## src/rtl/full_adder.sv

```systemverilog
// Ripple-carry adder of identical 1-bit cells, {carry_out, sum} = a + b + carry_in (0 cycles),
// plus a 1-cycle registered copy captured on in_valid; no backpressure, accepts every cycle.
module full_adder #(
    parameter int WIDTH = 1
) (
    input  logic             clk,
    input  logic             reset,
    input  logic [WIDTH-1:0] a,
    input  logic [WIDTH-1:0] b,
    input  logic             carry_in,
    input  logic             in_valid,
    output logic [WIDTH-1:0] sum,
    output logic             carry_out,
    output logic [WIDTH-1:0] sum_q,
    output logic             carry_out_q,
    output logic             out_valid
);

    logic [WIDTH:0] carry;

    assign carry[0] = carry_in;

    for (genvar i = 0; i < WIDTH; i++) begin : g_cell
        logic prop;

        assign prop         = a[i] ^ b[i];
        assign sum[i]       = prop ^ carry[i];
        assign carry[i+1]   = (a[i] & b[i]) | (carry[i] & prop);
    end

    assign carry_out = carry[WIDTH];

    // Reset wins over in_valid so a result captured alongside reset is dropped.
    always_ff @(posedge clk) begin
        if (reset) begin
            sum_q       <= '0;
            carry_out_q <= 1'b0;
            out_valid   <= 1'b0;
        end else if (in_valid) begin
            sum_q       <= sum;
            carry_out_q <= carry_out;
            out_valid   <= 1'b1;
        end else begin
            out_valid   <= 1'b0;
        end
    end

endmodule

```

## config.mk

```make
export PLATFORM = sky130hd
export DESIGN_NAME = full_adder
export DESIGN_NICKNAME = d
export VERILOG_FILES = /design/src/rtl/full_adder.sv
export SDC_FILE = /design/constraint.sdc
export NUM_CORES = 1
export LEC_CHECK = 0
export CAP_MARGIN = 20
export CORE_AREA = 2 2 39 41
export DETAILED_ROUTE_END_ITERATION = 12
export DIE_AREA = 0 0 41 43
export MAX_ROUTING_LAYER = met4
export SLEW_MARGIN = 40
export SYNTH_ARGS = -nofsm -noshare
export SYNTH_HDL_FRONTEND = slang
export SYNTH_SLANG_ARGS = --single-unit
```

## constraint.sdc

```tcl
create_clock -name clk -period 2.27 [get_ports clk]
set_clock_uncertainty 0.05 [all_clocks]
set_input_delay 0.454 -clock clk [delete_from_list [all_inputs] [get_ports clk]]
set_output_delay 0.454 -clock clk [all_outputs]
set_load 0.02 [all_outputs]
```

==> run summary, run 1 <==
CP Launch Type: primary input
TritonCTS sink count: 3
Max stage delay on crit path: 440 ps
n_diodes: 0
Die Y-Extent: 43 um
Clk Latency, worst-skew pair: 230 ps
core area: 1380 um^2
Setup WS post-layout: 109 ps
first-pass GRT wire length: 427 um
synth top area cells: dfxtp_1 53%, fa_1 18%, mux2i_1 18%
RSZ-0062 raised after global routing: false
post-CTS setup buffers: 0
switching share of total power: 25.4%
Filler cells: 162
Mapped Area: 114 um^2
vias in the first global route: 122
Synth Instances: 9
flip-flop and latch area: 60.1 um^2
CTS buffer count: 3
final hold vios: 0
synthesized net count: 16
average routed wire per standard cell: 7.03 um
Clock Power Share: 47.9%
Max VDD drop: 0.173 mV
Synth area leader: dfxtp_1
largest buffer count on any clock path: 2
post-synthesis async set-or-reset flop share: 0%
final net count: 32
crit path max fanout: 2
power share of the sequential group: 29.7%
Congestion Overflow GR: 0
Hold Crit Class: reg -> reg
#FFs+latches synth: 3
Simple-Gate Fraction of Synth Area: 12.1%
Detailed Route WL: 281 um
highest-delay cell along the critical path: fa_1
register area share after synthesis: 52.7%
clock slew seen by the registers of the worst setup and hold paths: 40 ps
Pint: 0.000146 W
clk root buf: clkbuf_4
final number of setup-violating endpoints: 0
post-synthesis mux area share: 17.6%
Place WS: -314 ps
PwrDens: 751 nW/um^2
Fmax achieved: 0.463 GHz
largest net degree at the start of global routing: 4
Yosys warning count: 0
Adder-Cell Fraction of Synth Area: 17.6%
combinational family with the most area after synthesis: adder cells
Primary FF master, synth: dfxtp_1
routed vias/inst: 2.88
crit path cell chain: clkdlybuf4s50_1 > fa_1 > dlygate4sd2_1
final hold slack: 437 ps
most common cell in the synthesized netlist: dfxtp_1
Starting Density: 8.23%
I/O Pins: 11
Comb pwr share: 22.4%
ratio of cells with drive above 1 in the final layout: 20.8%
Setup CP Type: in -> out
WP data arrival: 1660 ps
Syn-to-layout area delta: 130%
relative slew slack: 85.0%
XOR/XNOR Fraction of Synth Area: 0%
Syn Area/Cell: 12.7 um^2
CTS H-tree depth: 1
minimum clock period: 2160 ps
1st-iter DRT viols: 7
final cycle utilization of the critical path: 95.2%
# rows: 14
CTS tree: done
share of the synthesized area in the top cell type: 52.7%
# DRC: 0
DR vias: 115
Post-synth EDFFs: 0
CP Capture Type: primary output
MaxCap Viol Count: 0
status: complete, no violations
compound-gate portion of the synthesized area: 0%
routability cong.: 0.552
DIE WIDTH: 41 um
switching power: 0.0000500 W
Pleak: 0.109 nW
max-slew violations: 0
GRT Total Usage: 4.63%
post-route ant nets: 0
R2R setup slack: 1640 ps
Synth cell types: 5
Die Area: 1760 um^2
DRT Pass-1 Iters: 4
Synth top cells by count: 3 x dfxtp_1, 2 x mux2i_1, 2 x nor2_1
Worst EP required: 1770 ps
area of the multi-input gates: 53.8 um^2
Port Buffers: 10
slew of the pin with the lowest slew margin: 225 ps
initial antenna violation count: 0
## state kept, by name, indices dropped and copies added (netlist names)
signal and count:
sum_q 1, carry_out_q 1, out_valid 1
## power by group through the flow
stage | registers [W] | logic [W] | clock network [W]
3_5_place_dp | 0.0000592 | 0.0000481 | 0
6_report | 0.0000583 | 0.0000441 | 0.0000940
5_1_grt | 0.0000586 | 0.0000480 | 0.000107
3_3_place_gp | 0.0000593 | 0.0000478 | 0
2_1_floorplan | 0.0000640 | 0.0000155 | 0
4_1_cts | 0.0000584 | 0.0000464 | 0.000101
## stage by stage
step	cells	TNS (ps)	cell area (um^2)	util (%)	total power (W)
final	40	0	262	18.9	0.000196
after detailed placement	36	-430	241	17.5	0.000107
after global placement	36	-429	241	17.5	0.000107
after floorplan	9	0	114	-	0.0000795
after CTS	40	0	268	19.3	0.000206
after global routing	40	0	262	18.9	0.000213
## cell type report
class                      instances  area share, %
timing repair buffer              11           38.8
sequential                         3           23.0
multi-input combinational          6           20.6
clock buffer                       4           10.0
tap                               16           7.66
## kinds of logic after synthesis
logic type	after synthesis
adders and majority gates	1
muxes	2
DFF	3
and+or+nand+nor	3
## layout by cell type, fill, tap and decap left out, drive strengths merged
cell           n
buf            2
clkbuf         4
clkdlybuf4s50  8
dfxtp          3
dlygate4sd2    1
fa             1
mux2i          2
nor2           2
nor2b          1
## metal layers
layer	part of all wire (%)	vias to the layer above	wire length [um]	track usage, %
li1	-	58	-	-
met1	47	46	131	4.82
met2	29	11	81	3.44
met3	24	0	68	5.24
met4	0	0	0	6.00
met5	0	-	0	-
## path summary, 6_finish.rpt
check,from,cells after the start,to
setup reg to reg,carry_out_q,2,carry_out_q
hold reg to reg,sum_q,2,sum_q
hold / removal,sum_q,2,sum_q
setup / recovery,a,3,carry_out
## worst max-delay path, delay by kind of cell
family                     cells  cell delay (ps)
buffers and inverters          2              760
adders and majority gates      1              440
## repair_timing
| item | CTS | global route |
|---|---|---|
| hold buffers | 0 | 0 |
| endpoints found under the setup margin | 2 | 1 |
| resized for setup | 4 | 1 |
No activity file was read; power rests on OpenSTA's default activity.
==> inputs of run 2 (changes only) <==
==> constraint.sdc (replaced) <==
create_clock -name clk -period 2.8 [get_ports clk]
set_clock_uncertainty 0.05 [all_clocks]
set_input_delay 0.56 -clock clk [delete_from_list [all_inputs] [get_ports clk]]
set_output_delay 0.56 -clock clk [all_outputs]
set_load 0.02 [all_outputs]
==> run 2 against run 1 <==
  * Count of clock-buffer cells in the layout stayed put
  * Hold slack improved by 2.2 ps
  * Die area unchanged
  * Register-to-register slack gained 520 ps
  * Critical path depth did not move
  * Critical endpoint unchanged
  * Largest power group unchanged
  * Highest routed layer unchanged
==> run summary, run 2 (synthesis results as in run 1) <==
most frequent cells in the layout: 9 x clkdlybuf4s50_1, 3 x dfxtp_1, 3 x clkbuf_4, 2 x mux2i_1, 2 x nor2_1
Max stage delay on crit path: 550 ps (+110 ps)
I/O Pins: 11 (unchanged)
relative slew slack: 85.1% (+0.15 points)
MaxCap Viol Count: 0 (unchanged)
Clock Power Share: 47.3% (-0.6 points)
largest registers: carry_out_q x1, out_valid x1, sum_q x1
R2R setup slack: 2160 ps (+520 ps)
CTS H-tree depth: 1 (unchanged)
slew of the pin with the lowest slew margin: 223 ps (-1.90 ps)
CTS buffer count: 3 (unchanged)
worst hold start: sum_q
Crit path max-delay family: buffers and inverters
Setup CP Type: in -> out
CP Capture Type: primary output
DR vias: 120 (+4.3%)
GRT Total Usage: 4.53% (-0.10 points)
Congestion Overflow GR: 0 (unchanged)
average routed wire per standard cell: 7.49 um (+6.6%)
Pleak: 0.112 nW (+2.7%)
CP Launch Type: primary input
Clk Latency, worst-skew pair: 230 ps (about the same)
routability cong.: 0.590 (+6.9%)
worst reg-to-reg path cell count: 2 (unchanged)
Cell Count, Final, Fillers Out: 39 (-2.5%)
DRT Pass-1 Iters: 4 (unchanged)
Hold Crit Class: reg -> reg
Syn-to-layout area delta: 131%
TritonCTS sink count: 3 (unchanged)
Detailed Route WL: 292 um (+3.9%)
DP Cell Count: 35 (-2.8%)
max-slew violations: 0 (unchanged)
setup total negative slack: 0 ps (unchanged)
Hold EP: sum_q
vias in the first global route: 108 (-11%)
final cycle utilization of the critical path: 92.7%
CTS tree: done
power share of the sequential group: 29.8% (about the same)
capture point of the worst reg-to-reg path: carry_out_q
Starting Density: 8.23% (unchanged)
minimum clock period: 2600 ps
routed vias/inst: 3.08 (+7.0%)
post-route ant nets: 0 (unchanged)
final net count: 31 (-3.1%)
ratio of cells with drive above 1 in the final layout: 13.0% (-7.8 points)
stages on the worst setup path: 3 (unchanged)
status: complete, no violations
RSZ-0062 raised after global routing: false
# rows: 14 (unchanged)
Comb pwr share: 22.9% (+0.5 points)
switching power: 0.0000394 W (-21%)
crit path cell chain: clkdlybuf4s50_1 > fa_1 > clkdlybuf4s50_1
Die Y-Extent: 43 um (unchanged)
Die Area: 1760 um^2 (unchanged)
highest-delay cell along the critical path: clkdlybuf4s50_1
largest net degree at the start of global routing: 4 (unchanged)
Max VDD drop: 0.150 mV (-14%)
largest buffer count on any clock path: 2 (unchanged)
Fmax achieved: 0.385 GHz
Port Buffers: 10 (unchanged)
PwrDens: 607 nW/um^2 (-19%)
Pint: 0.000120 W (-18%)
commonest non-fill, non-tap cell in the layout: clkdlybuf4s50_1
WP data arrival: 1990 ps (+330 ps)
DIE WIDTH: 41 um (unchanged)
Worst EP required: 2190 ps (+420 ps)
first-pass GRT wire length: 407 um (-4.7%)
switching share of total power: 24.7% (-0.72 points)
# DRC: 0 (unchanged)
CP Buf/Inv Count: 2 (unchanged)
n_diodes: 0 (unchanged)
1st-iter DRT viols: 2 (-5)
initial antenna violation count: 0 (unchanged)
core area: 1380 um^2 (unchanged)
crit path max fanout: 2 (unchanged)
most used cell, CP: clkdlybuf4s50_1
clk root buf: clkbuf_4
final number of setup-violating endpoints: 0 (unchanged)
final hold slack: 439 ps (+2.17 ps)
final hold vios: 0 (unchanged)
reg2reg start: carry_out_q
clock slew seen by the registers of the worst setup and hold paths: 40 ps (about the same)
hold path cells: 2 (unchanged)
-- run 2: cell count changes in the layout (fill, tap and decap cells not counted) --
| cell | delta |
|---|---|
| dlygate4sd2_1 | -1 |
| clkdlybuf4s50_1 | +1 |
| buf_2 | -1 |
| dlymetal6s2s_1 | +1 |
| buf_4 | -1 |
-- run 2: routing by layer --
layer | GRT usage (%) | up-vias | routed length, um
met4 | 6.00 | 0 | 0
met5 | - | - | 0
met1 | 4.50 | 52 | 144
li1 | - | 57 | -
met3 | 4.71 | 0 | 55
met2 | 3.75 | 11 | 92
-- run 2: layout make-up --
type	instances	area, um^2
Fill cell	158	1120
Timing Repair Buffer	10	103
Sequential cell	3	60.1
Multi-Input combinational cell	6	53.8
Clock buffer	4	26.3
Tap cell	16	20.0
-- run 2: what timing repair did --
item                                    in CTS  in global routing
endpoints found under the setup margin       0                  1
resized for setup                            0                  1
hold buffers                                 0                  0
hold endpoints to repair                     0                  0
setup buffers                                0                  0
-- run 2: power groups by stage --
stage | Clock [W] | Sequential (W) | Combinational (W)
after floorplan | 0 | 0.0000519 | 0.0000126
after global placement | 0 | 0.0000481 | 0.0000372
after detailed placement | 0 | 0.0000482 | 0.0000375
after CTS | 0.0000817 | 0.0000475 | 0.0000376
after global routing | 0.0000854 | 0.0000477 | 0.0000397
final | 0.0000754 | 0.0000474 | 0.0000365
-- run 2: worst max-delay path by stage --
stage	to	slack (ps)	startpoint
after floorplan	sum	970	a
after detailed placement	sum	6	a
after CTS	sum	6	a
after global routing	carry_out	150	a
after global placement	sum	8	a
final	carry_out	200	a
-- run 2: worst reg2reg max path, stage by stage, from the launching register on --
cell,delay [ps]
dfxtp_1,310
mux2i_1,120
nor2_1,50
-- run 2: metrics by stage --
step                      instance area (um^2)  utilization, %  power (W)  setup slack, ps
after global placement                     234            16.9  0.0000854             8.01
after detailed placement                   234            16.9  0.0000857             6.34
after floorplan                            114               -  0.0000645              973
after CTS                                  260            18.8   0.000167             6.34
after global routing                       263            19.0   0.000173              150
final                                      263            19.0   0.000159              205
